--- src/rtl/mult16appx_arb_pkg.sv ---
// Shared constants and round-robin pick function for mult16appx_arb.
// Holds operand/result widths, the requester ceiling and the grant search.
package mult16appx_arb_pkg;

   localparam int OP_W     = 16;
   localparam int RES_W    = 32;
   localparam int NREQ_MAX = 16;
   localparam int PTR_W    = 4;

   typedef struct packed {
      logic             found;
      logic [PTR_W-1:0] idx;
   } rr_pick_t;

   // First valid index at or above ptr, wrapping modulo n.
   // Scanned from the far end so the nearest offset wins.
   function automatic rr_pick_t rr_next(
      input logic [NREQ_MAX-1:0] valid,
      input logic [PTR_W-1:0]    ptr,
      input int                  n
   );
      rr_pick_t pick;
      int       c;
      pick = '0;
      for (int off = NREQ_MAX - 1; off >= 0; off--) begin
         if (off < n) begin
            c = int'(ptr) + off;
            if (c >= n) c = c - n;
            if (valid[c[PTR_W-1:0]]) begin
               pick.found = 1'b1;
               pick.idx   = c[PTR_W-1:0];
            end
         end
      end
      return pick;
   endfunction

endpackage

--- src/rtl/mult16appx.sv ---
// Combinational approximate 16x16 multiplier: b is rounded to a power of two.
// Ports: a, b operands (16b); y approximate product (32b).
module mult16appx
   import mult16appx_arb_pkg::*;
(
   input  logic [OP_W-1:0]  a,
   input  logic [OP_W-1:0]  b,
   output logic [RES_W-1:0] y
);

   logic [4:0] msb;
   logic [4:0] msb_m1;
   logic       half;
   logic [4:0] k;

   // k = msb position, bumped by one when the next bit down is set,
   // i.e. b in [3*2^(k-2), 3*2^(k-1)) maps to shift k.
   always_comb begin
      msb = '0;
      for (int i = 0; i < OP_W; i++) begin
         if (b[i]) msb = 5'(i);
      end
      msb_m1 = msb - 5'd1;
      half   = (msb != 5'd0) ? b[msb_m1[3:0]] : 1'b0;
      k      = msb + {4'b0, half};
      if (b == '0) y = '0;
      else         y = {{(RES_W-OP_W){1'b0}}, a} << k;
   end

endmodule

--- src/rtl/mult16appx_arb.sv ---
// Round-robin arbiter sharing one mult16appx among NREQ requesters.
// Ports: clk, rst (async high); req_valid/req_ready/req_a/req_b per
// requester; rsp_valid/rsp_ready/rsp_y/rsp_id response port.
// MULT16APPX_ARB_PIPE_EN adds an operand stage (latency 2 instead of 1).
module mult16appx_arb
   import mult16appx_arb_pkg::*;
#(
   parameter int NREQ = 4,
   parameter int ID_W = $clog2(NREQ)
) (
   input  logic                 clk,
   input  logic                 rst,
   input  logic [NREQ-1:0]      req_valid,
   output logic [NREQ-1:0]      req_ready,
   input  logic [NREQ*OP_W-1:0] req_a,
   input  logic [NREQ*OP_W-1:0] req_b,
   output logic                 rsp_valid,
   input  logic                 rsp_ready,
   output logic [RES_W-1:0]     rsp_y,
   output logic [ID_W-1:0]      rsp_id
);

   logic [NREQ_MAX-1:0] vpad;
   rr_pick_t            pick;
   logic                adv;
   logic                gnt;
   logic [PTR_W-1:0]    rr_ptr;
   logic [OP_W-1:0]     ga;
   logic [OP_W-1:0]     gb;
   logic [OP_W-1:0]     ma;
   logic [OP_W-1:0]     mb;
   logic [RES_W-1:0]    my;
   logic                rv;
   logic [RES_W-1:0]    ry;
   logic [ID_W-1:0]     rid;

   // The result register is always the last stage.
   assign adv = !rv || rsp_ready;

   always_comb begin
      vpad            = '0;
      vpad[NREQ-1:0]  = req_valid;
      pick            = rr_next(vpad, rr_ptr, NREQ);
      gnt             = adv && !rst && pick.found;
      req_ready       = '0;
      ga              = '0;
      gb              = '0;
      for (int i = 0; i < NREQ; i++) begin
         if (pick.idx == PTR_W'(i)) begin
            ga           = req_a[i*OP_W +: OP_W];
            gb           = req_b[i*OP_W +: OP_W];
            req_ready[i] = gnt;
         end
      end
   end

   always_ff @(posedge clk or posedge rst) begin
      if (rst) begin
         rr_ptr <= '0;
      end else if (gnt) begin
         if (pick.idx == PTR_W'(NREQ - 1)) rr_ptr <= '0;
         else                              rr_ptr <= pick.idx + 1'b1;
      end
   end

`ifdef MULT16APPX_ARB_PIPE_EN
   logic             ov;
   logic [OP_W-1:0]  oa;
   logic [OP_W-1:0]  ob;
   logic [ID_W-1:0]  oid;

   always_ff @(posedge clk or posedge rst) begin
      if (rst) begin
         ov  <= 1'b0;
         oa  <= '0;
         ob  <= '0;
         oid <= '0;
         rv  <= 1'b0;
         ry  <= '0;
         rid <= '0;
      end else if (adv) begin
         ov <= gnt;
         if (gnt) begin
            oa  <= ga;
            ob  <= gb;
            oid <= pick.idx[ID_W-1:0];
         end
         rv <= ov;
         if (ov) begin
            ry  <= my;
            rid <= oid;
         end
      end
   end

   assign ma = oa;
   assign mb = ob;
`else
   always_ff @(posedge clk or posedge rst) begin
      if (rst) begin
         rv  <= 1'b0;
         ry  <= '0;
         rid <= '0;
      end else if (adv) begin
         rv <= gnt;
         if (gnt) begin
            ry  <= my;
            rid <= pick.idx[ID_W-1:0];
         end
      end
   end

   assign ma = ga;
   assign mb = gb;
`endif

   mult16appx u_mul (
      .a (ma),
      .b (mb),
      .y (my)
   );

   assign rsp_valid = rv;
   assign rsp_y     = ry;
   assign rsp_id    = rid;

endmodule

--- config.mk ---
export PLATFORM = sky130hd
export DESIGN_NAME = mult16appx_arb
export DESIGN_NICKNAME = d
export VERILOG_FILES = /design/src/rtl/mult16appx_arb_pkg.sv /design/src/rtl/mult16appx.sv /design/src/rtl/mult16appx_arb.sv
export SDC_FILE = /design/constraint.sdc
export NUM_CORES = 1
export LEC_CHECK = 0
export BUFFER_PORTS_ARGS = -buffer_cell sky130_fd_sc_hd__buf_2
export CORE_ASPECT_RATIO = 1.25
export CORE_UTILIZATION = 25
export DETAILED_ROUTE_END_ITERATION = 8
export SYNTH_ARGS = -nofsm -noshare
export SYNTH_HDL_FRONTEND = slang
export SYNTH_HIERARCHICAL = 1
export SYNTH_SLANG_ARGS = --single-unit
--- constraint.sdc ---
create_clock -name clk -period 10.9 [get_ports clk]
set_clock_uncertainty 0.2 [all_clocks]
set_input_delay 3.27 -clock clk [delete_from_list [all_inputs] [get_ports clk]]
set_output_delay 3.27 -clock clk [all_outputs]
set_load 0.05 [all_outputs]
==> results of run 1 <==
metal layers:
layer / global-route usage [%] / share of wire, % / vias to the layer above
met3: 1.378 / 4.6 / 19
met5: 0 / 0 / -
met1: 20.66 / 44 / 2417
met4: 5.401 / 2.2 / 0
li1: - / - / 2608
met2: 29.59 / 49 / 213
through the flow:
| stage | hold slack (ps) | worst slack [ps] |
|---|---|---|
| floorplan | 400.7 | 394.0 |
| global placement | 290.9 | 513.3 |
| detailed placement | 294.2 | 377.9 |
| CTS | 309.6 | 653.0 |
| global route | 322.4 | 24.08 |
| finish | 304.5 | 627.8 |
area by class of cell:
class / instances / share of cell area (%)
Clock buffer: 5 / 1.969
Clock inverter: 3 / 0.6892
Inverter: 20 / 1.182
Multi-Input combinational cell: 519 / 57.74
Sequential cell: 39 / 15.36
Tap cell: 265 / 5.219
Timing Repair Buffer: 207 / 17.84
worst min path at each step:
stage | from | to | depth (start not counted)
finish | rsp_y[18] | rsp_y[18] | 1
global route | rsp_y[22] | rsp_y[22] | 1
CTS | rsp_y[18] | rsp_y[18] | 1
detailed placement | rsp_y[18] | rsp_y[18] | 1
global placement | rsp_y[18] | rsp_y[18] | 1
floorplan | rr_ptr[3] | rr_ptr[3] | 2
worst max-delay path: cells and delay by family:
kind / cells / cell delay [ps]
and+or+nand+nor: 5 / 760
muxes: 4 / 1580
adders and majority gates: 4 / 1320
AOI/OAI and AO/OA: 11 / 2490
buffers and inverters: 5 / 800
cells in the mapped netlist (6+ instances only):
cell type,count,area share [%]
mux2_1,10,2.3
a21oi_1,66,6.7
o21ai_0,43,4.4
and2_1,11,1.4
buf_2,6,0.61
a22oi_1,35,5.3
nor2_1,78,5.9
clkbuf_1,28,2.1
nand3_1,7,0.71
o22ai_1,8,1.0
dfrtp_1,39,20
mux2_4,34,10
nor2b_1,7,0.89
nand2_1,73,5.5
inv_1,20,1.5
mux2i_1,20,4.0
ha_1,19,4.8
sequential cells by signal, indices dropped and copies added, names as in the netlist:
signal / flops
rr_ptr: 4
rsp_id: 2
rsp_valid: 1
rsp_y: 32
logic make-up after synthesis:
family,count (synthesis)
AO/OA/AOI/OAI,215
XOR/XNOR,7
adder cells (fa/ha/maj),19
buffers and inverters,62
flip-flops,39
multiplexers,71
AND/OR/NAND/NOR,207
==> qor.yml, run 1 <==
setup_path:
  setup.worst_path.end: "rsp_y[16]"
  end_kind: "flop"
  cpPeakStageDelay_ps: 640
  r2r_slack_ps: 1950
  reg2regPathDepth: 33
  cp-start-kind: "primary input"
  cp-startpoint: "req_valid[1]"
  crit_fanout: 24
  cp.required_ps: 10870
  critPathSlowestCell: "mux4_1"
  criticalPathCategory: "primary input to flop"
  cp_common_cell: "ha_1"
  r2r-end: "rsp_y[16]"
  rr_startpoint: "rr_ptr[0]"
  cp.arrival_ps: 10240
yosys:
  synth-edff-count: 0
  yosys_register_bits: 39
  syn-cell-area_um2: 4945
  synthMuxAreaShare_pct: 19.08
  synth_xor_area_share_pct: 1.771
  synth_top_family_by_area: "compound AO/OA/AOI/OAI gates"
  synthFlopType: "dfrtp_1"
  async_flop_share_pct: 100.0
  seq_area_frac_synth_pct: 19.74
  yosys.area_share.adder_pct: 4.808
  synth_cells: 620
  synth.distinct_cells: 79
  post_synth.cell_area_avg_um2: 7.975
  yosys_warnings: 6
  synth_compound_area_share_pct: 29.43
  yosys.area_share.simple_pct: 18.95
  synth_fp_nets: 774
drt:
  drtIter0Drc: 258
  ant_nets: 0
  dr.pass1.iters: 4
  drc_errors: 0
  drt-total-wl_um: 17020
  routedWlPerCell_um: 16.08
  vias: 5257
  vias_per_cell: 4.969
sta:
  relSlewSlack_pct: 41.08
  setup_viol: 0
  fin_crit_ps: 10270
  fmax_ghz: 0.09735
  tns_ps: 0
  worst_pin_slew_ps: 875.7
  min_period_over_period_pct: 94.24
  rsz0062_at_grt: "false"
  hold_viol_final: 0
  report.final.slew_viol_count: 0
clock_tree:
  cts_num_sinks: 39
  cts_setup_buffers: 0
  cts_buffers: 5
  cts-root-buf: "clkbuf_16"
  h-tree-depth: 2
  cts_tree: "built"
  cts_resized: 0
  clkLatencyLatePin_ps: 280
  clk_pin_slew_ps: 60
  cts.hold.buffers_added: 0
  clockBufferDepth: 2
layout:
  area_growth_pct: 28.49
  drive_gt1_share_pct: 35.31
  fill_cells: 2104
  multi_input_area_um2: 3669
  design_area_um2: 6354
  nets: 946
  final_cells: 1058
  layout_commonest_cell: "buf_2"
  fin_util_pct: 32.75
  final_cell_mix: "buf_2 (173), nor2_1 (78), nand2_1 (73), a21oi_1 (66), o21ai_0 (43)"
  regArea_um2: 975.9
  diodes: 0
placement:
  dpl.cell_count: 1050
  io_buffers: 173
  placed_area_um2: 6185
  place_hpwl_um: 14100
  finalWeightedCongestion: 0.9300
die:
  rows: 57
  die-height_um: 159.2
  pin_count: 174
  start_util_pct: 25.49
  dieArea_um2: 20350
  coreArea_um2: 19400
  die_w_um: 127.8
min_path:
  hp-class: "flop to flop"
grt:
  grt_max_degree: 43
  grt_usage_pct: 16.54
  grt_pass1_vias: 5029
  grt_overflow: 0
  grt_pass1_wl_um: 26570
  antenna_found_initial: 0
run_status:
  status: "finished clean"
job:
  drv_cap: 0
Power of run 1 is not shown: default switching activity piles up to over one toggle a cycle in this logic, so the estimate is an artifact.
==> inputs of run 2 (changes only) <==
--- a/config.mk
+++ b/config.mk
@@ -8,6 +8,7 @@
 export BUFFER_PORTS_ARGS = -buffer_cell sky130_fd_sc_hd__buf_2
 export CORE_ASPECT_RATIO = 1.25
 export CORE_UTILIZATION = 25
+export CTS_BUF_LIST = sky130_fd_sc_hd__clkbuf_4 sky130_fd_sc_hd__clkbuf_8
 export DETAILED_ROUTE_END_ITERATION = 8
 export SYNTH_ARGS = -nofsm -noshare
 export SYNTH_HDL_FRONTEND = slang
==> qor.yml, run 2 (same netlist as run 1, synthesis figures left out) <==
layout:
  diodes: 0
  area_growth_pct: 27.35
  drive_gt1_share_pct: 35.31
  regArea_um2: 975.9
  layout_commonest_cell: "buf_2"
  fill_cells: 2107
  multi_input_area_um2: 3669
  largest_reg_flops: 32
  nets: 946
  final_cell_mix: "buf_2 (173), nor2_1 (78), nand2_1 (73), a21oi_1 (66), o21ai_0 (43)"
  design_area_um2: 6297
die:
  die-height_um: 159.2
  coreArea_um2: 19400
  pin_count: 174
  die_w_um: 127.8
  dieArea_um2: 20350
  rows: 57
  start_util_pct: 25.49
placement:
  finalWeightedCongestion: 0.9300
  dp_slack_ps: 377.9
  place_hpwl_um: 14100
  io_buffers: 173
  placed_area_um2: 6185
clock_tree:
  clk_pin_slew_ps: 80
  cts-root-buf: "clkbuf_8"
  clkLatencyLatePin_ps: 300
  cts_num_sinks: 39
  h-tree-depth: 2
  cts_resized: 0
  cts.hold.buffers_added: 0
  cts_tree: "built"
  cts_setup_buffers: 0
  cts_buffers: 5
  clockBufferDepth: 2
drt:
  route.met2.wl_um: 8329
  met3RoutedLength_um: 760
  vias: 5226
  routedWlPerCell_um: 16.09
  drt-total-wl_um: 17030
  drc_errors: 0
  drtIter0Drc: 212
  wl_met1_um: 7514
  highest-signal-layer: "met4"
  dr.pass1.iters: 4
  vias_per_cell: 4.940
  ant_nets: 0
sta:
  setup_viol: 0
  relSlewSlack_pct: 40.21
  min_period_over_period_pct: 94.45
  tns_ps: 0
  fin_crit_ps: 10290
  report.final.slew_viol_count: 0
  worst_pin_slew_ps: 888.6
  layout_setup_ws_ps: 605.5
  hold_viol_final: 0
  rsz0062_at_grt: "false"
  fmax_ghz: 0.09714
min_path:
  worstHoldPathCells: 1
  hp-class: "flop to flop"
  holdPathEnd: "rsp_y[31]"
  hp-start: "rsp_y[31]"
grt:
  grt_pass1_wl_um: 26510
  antenna_found_initial: 0
  grt_overflow: 0
  grt_usage_pct: 16.50
  grt_max_degree: 43
  grt_pass1_vias: 5017
setup_path:
  rr_startpoint: "rr_ptr[0]"
  cp.arrival_ps: 10280
  criticalPathCategory: "primary input to flop"
  cp-start-kind: "primary input"
  crit_fanout: 24
  cpPeakStageDelay_ps: 640
  r2r_slack_ps: 1900
  end_kind: "flop"
  r2r-end: "rsp_y[16]"
  cp_common_cell: "ha_1"
  reg2regPathDepth: 33
  critPathSlowestCell: "mux4_1"
  cp.required_ps: 10890
job:
  drv_cap: 0
run_status:
  status: "finished clean"
==> run 2: cell types whose count changed in the layout (fill, tap and decap cells not counted) <==
cell / previous run / this run
clkbuf_16: 5 / 0
clkbuf_8: 0 / 5
==> run 2: worst max-delay path, delay by kind of cell <==
kind	cells	cell delay (ps)
simple gates	5	770
mux	4	1580
buf+inv	5	810
fa+ha+maj	4	1330
compound gates	11	2500
==> run 2: per-stage QoR <==
stage,hold slack (ps),std cells,utilization [%]
2_1_floorplan,400.7,620,-
3_3_place_gp,290.9,1050,31.88
3_5_place_dp,294.2,1050,31.88
4_1_cts,315.9,1058,32.46
5_1_grt,329.3,1058,32.46
6_report,309.8,1058,32.46
==> run 2: how the worst max path moves through the flow <==
stage	from	endpoint	slack [ps]
after global routing	req_valid[3]	rsp_y[16]	50
after floorplan	req_valid[1]	rsp_y[16]	390
after CTS	req_valid[1]	rsp_y[16]	680
after detailed placement	req_valid[1]	rsp_y[16]	380
final	req_valid[1]	rsp_y[16]	610
after global placement	req_valid[1]	rsp_y[9]	510
==> run 2: layout make-up <==
class	count	area share, %
Clock buffer	5	1.093
Clock inverter	3	0.6954
Inverter	20	1.192
Multi-Input combinational cell	519	58.26
Sequential cell	39	15.50
Tap cell	265	5.265
Timing Repair Buffer	207	18.00
==> run 2: routing by layer <==
| metal | GRT usage (%) | vias to the layer above |
|---|---|---|
| met3 | 1.344 | 23 |
| met5 | 0 | - |
| li1 | - | 2612 |
| met2 | 29.40 | 200 |
| met1 | 20.67 | 2391 |
| met4 | 5.615 | 0 |
Power of run 2 is left out for the same reason.
==> inputs of run 3 (changes only) <==
--- a/config.mk
+++ b/config.mk
@@ -5,11 +5,14 @@
 export SDC_FILE = /design/constraint.sdc
 export NUM_CORES = 1
 export LEC_CHECK = 0
+export ABC_AREA = 1
 export BUFFER_PORTS_ARGS = -buffer_cell sky130_fd_sc_hd__buf_2
+export CAP_MARGIN = 20
 export CORE_ASPECT_RATIO = 1.25
-export CORE_UTILIZATION = 25
+export CORE_UTILIZATION = 52
 export CTS_BUF_LIST = sky130_fd_sc_hd__clkbuf_4 sky130_fd_sc_hd__clkbuf_8
 export DETAILED_ROUTE_END_ITERATION = 8
+export PLACE_DENSITY = 0.84
 export SYNTH_ARGS = -nofsm -noshare
 export SYNTH_HDL_FRONTEND = slang
 export SYNTH_HIERARCHICAL = 1
==> qor.yml, run 3 <==
run_status:
  status: "finished clean"
sta:
  fin_crit_ps: 9690
  tns_ps: 0
  fmax_ghz: 0.1032
  worst_pin_slew_ps: 922.4
  report.final.slew_viol_count: 0
  min_period_over_period_pct: 88.90
  setup_viol: 0
  rsz0062_at_grt: "false"
  relSlewSlack_pct: 38.34
  hold_viol_final: 0
placement:
  finalWeightedCongestion: 0.9247
  io_buffers: 173
  place_hpwl_um: 9966
  placed_area_um2: 5493
setup_path:
  cpPeakStageDelay_ps: 680
  cp.required_ps: 10940
  criticalPathCategory: "primary input to flop"
  crit_fanout: 33
  cp_common_cell: "nand2_1"
  cp-start-kind: "primary input"
  critPathSlowestCell: "ha_1"
  cp.arrival_ps: 9730
  r2r-end: "rsp_y[14]"
  r2r_slack_ps: 2670
  end_kind: "flop"
  reg2regPathDepth: 43
  rr_startpoint: "rr_ptr[0]"
layout:
  drive_gt1_share_pct: 23.45
  design_area_um2: 5605
  largest_reg_flops: 32
  layout_commonest_cell: "nand2_1"
  area_growth_pct: 20.14
  final_cell_mix: "nand2_1 (303), buf_2 (173), inv_1 (87), nor2_1 (75), o21ai_0 (46)"
  multi_input_area_um2: 3082
  diodes: 0
  regArea_um2: 975.9
  nets: 1091
  fill_cells: 897
drt:
  routedWlPerCell_um: 11.93
  vias_per_cell: 5.274
  drt-total-wl_um: 12630
  drtIter0Drc: 335
  ant_nets: 0
  drc_errors: 0
  dr.pass1.iters: 5
  vias: 5580
min_path:
  worstHoldPathCells: 2
  hp-class: "flop to flop"
  hp-start: "rsp_y[0]"
  holdPathEnd: "rsp_y[0]"
grt:
  grt_pass1_vias: 4863
  antenna_found_initial: 0
  grt_overflow: 0
  grt_max_degree: 43
  grt_usage_pct: 28.16
  grt_pass1_wl_um: 21510
die:
  dieArea_um2: 9358
  start_util_pct: 53.62
  die_w_um: 86.73
  rows: 38
  die-height_um: 107.9
  coreArea_um2: 8701
  pin_count: 174
yosys:
  yosysMostFrequentCell: "nand2_1"
  seq_area_frac_synth_pct: 20.92
  synth-edff-count: 0
  post_synth.cell_area_avg_um2: 5.854
  syn-cell-area_um2: 4666
  async_flop_share_pct: 100.0
  synth_fp_nets: 951
  synthFlopType: "dfrtp_1"
  ys_top_cells_by_count: "nand2_1 (303), inv_1 (87), nor2_1 (76)"
  yosys.area.top_type: "nand2_1"
  yosysTopAreaCellShare_pct: 24.38
  synth.distinct_cells: 34
  yosys_register_bits: 39
  synth_area_leaders: "nand2_1 (24%), dfrtp_1 (21%), inv_1 (7.0%)"
  synth_cells: 797
  yosys_warnings: 6
clock_tree:
  cts_num_sinks: 39
  cts_tree: "built"
  cts-root-buf: "clkbuf_8"
  clockBufferDepth: 2
  cts.hold.buffers_added: 0
  cts_buffers: 5
  cts_setup_buffers: 0
  clk_pin_slew_ps: 80
  clkLatencyLatePin_ps: 290
  h-tree-depth: 2
  cts_resized: 0
power_and_ir_drop:
  p_leak_nw: 3.244
  power_density_nw_per_um2: 85.55
  max-vdd-ir-drop_mv: 0.04482
job:
  drv_cap: 0
[run 3: power breakdown]
group	switching [mW]	internal, mW	total (mW)
clock	0.0517	0.0681	0.120
sequential	0	0.145	0.145
combinational	0.137	0.0787	0.215
total	0.188	0.291	0.480
[run 3: area by class of cell]
class	instances	area share, %
clock buffers	5	1.228
clock inverters	3	0.7812
inverters	97	6.540
multi-input cells	614	54.98
flip-flops and latches	39	17.41
well taps	120	2.679
repair buffers	180	16.38
[run 3: worst max-delay path: cells and delay by family]
| kind | cells | cell delay [ps] |
|---|---|---|
| simple gates | 15 | 1430 |
| compound gates | 8 | 1780 |
| buf+inv | 12 | 1850 |
| fa+ha+maj | 3 | 1080 |
| xor+xnor | 1 | 290 |
[run 3: layer usage]
| layer | vias to the layer above | track usage (%) | wire, µm |
|---|---|---|---|
| met2 | 210 | 47.68 | 5976 |
| met4 | 0 | 10.95 | 355 |
| met1 | 2465 | 36.37 | 5627 |
| li1 | 2875 | - | - |
| met5 | - | 0 | 0 |
| met3 | 30 | 3.374 | 666 |
[run 3: per-stage QoR]
| stage | util (%) | setup WS (ps) | hold slack (ps) | total power [mW] | instances |
|---|---|---|---|---|---|
| 2_1_floorplan | - | 1865 | 398.2 | 0.3110 | 797 |
| 3_3_place_gp | 63.13 | 1122 | 257.5 | 0.3582 | 1050 |
| 3_5_place_dp | 63.13 | 1010 | 260.6 | 0.3603 | 1050 |
| 4_1_cts | 64.42 | 1297 | 281.3 | 0.4795 | 1058 |
| 5_1_grt | 64.42 | 258.2 | 297.8 | 0.5188 | 1058 |
| 6_report | 64.42 | 1210 | 281.2 | 0.4796 | 1058 |
[run 3: logic make-up (layout without fill, tap and decap cells)]
kind of cell / count (synthesis) / after routing / share of synthesized area, %
and+or+nand+nor: 442 / 442 / 38.29
AOI/OAI and AO/OA: 149 / 149 / 21.75
buffers and inverters: 144 / 285 / 13.14
DFF: 39 / 39 / 20.92
adders and majority gates: 19 / 19 / 5.095
xor gates and xnor gates: 2 / 2 / 0.3755
muxes: 2 / 2 / 0.4291
[run 3: how the worst max path moves through the flow]
| stage | end | start |
|---|---|---|
| floorplan | rsp_y[28] | req_valid[3] |
| global placement | rsp_y[11] | req_valid[0] |
| detailed placement | rsp_y[14] | req_valid[0] |
| CTS | rsp_y[14] | req_valid[0] |
| global route | rsp_y[14] | req_valid[0] |
| finish | rsp_y[14] | req_valid[0] |
Note: power is estimated with default switching activity, not from simulation.
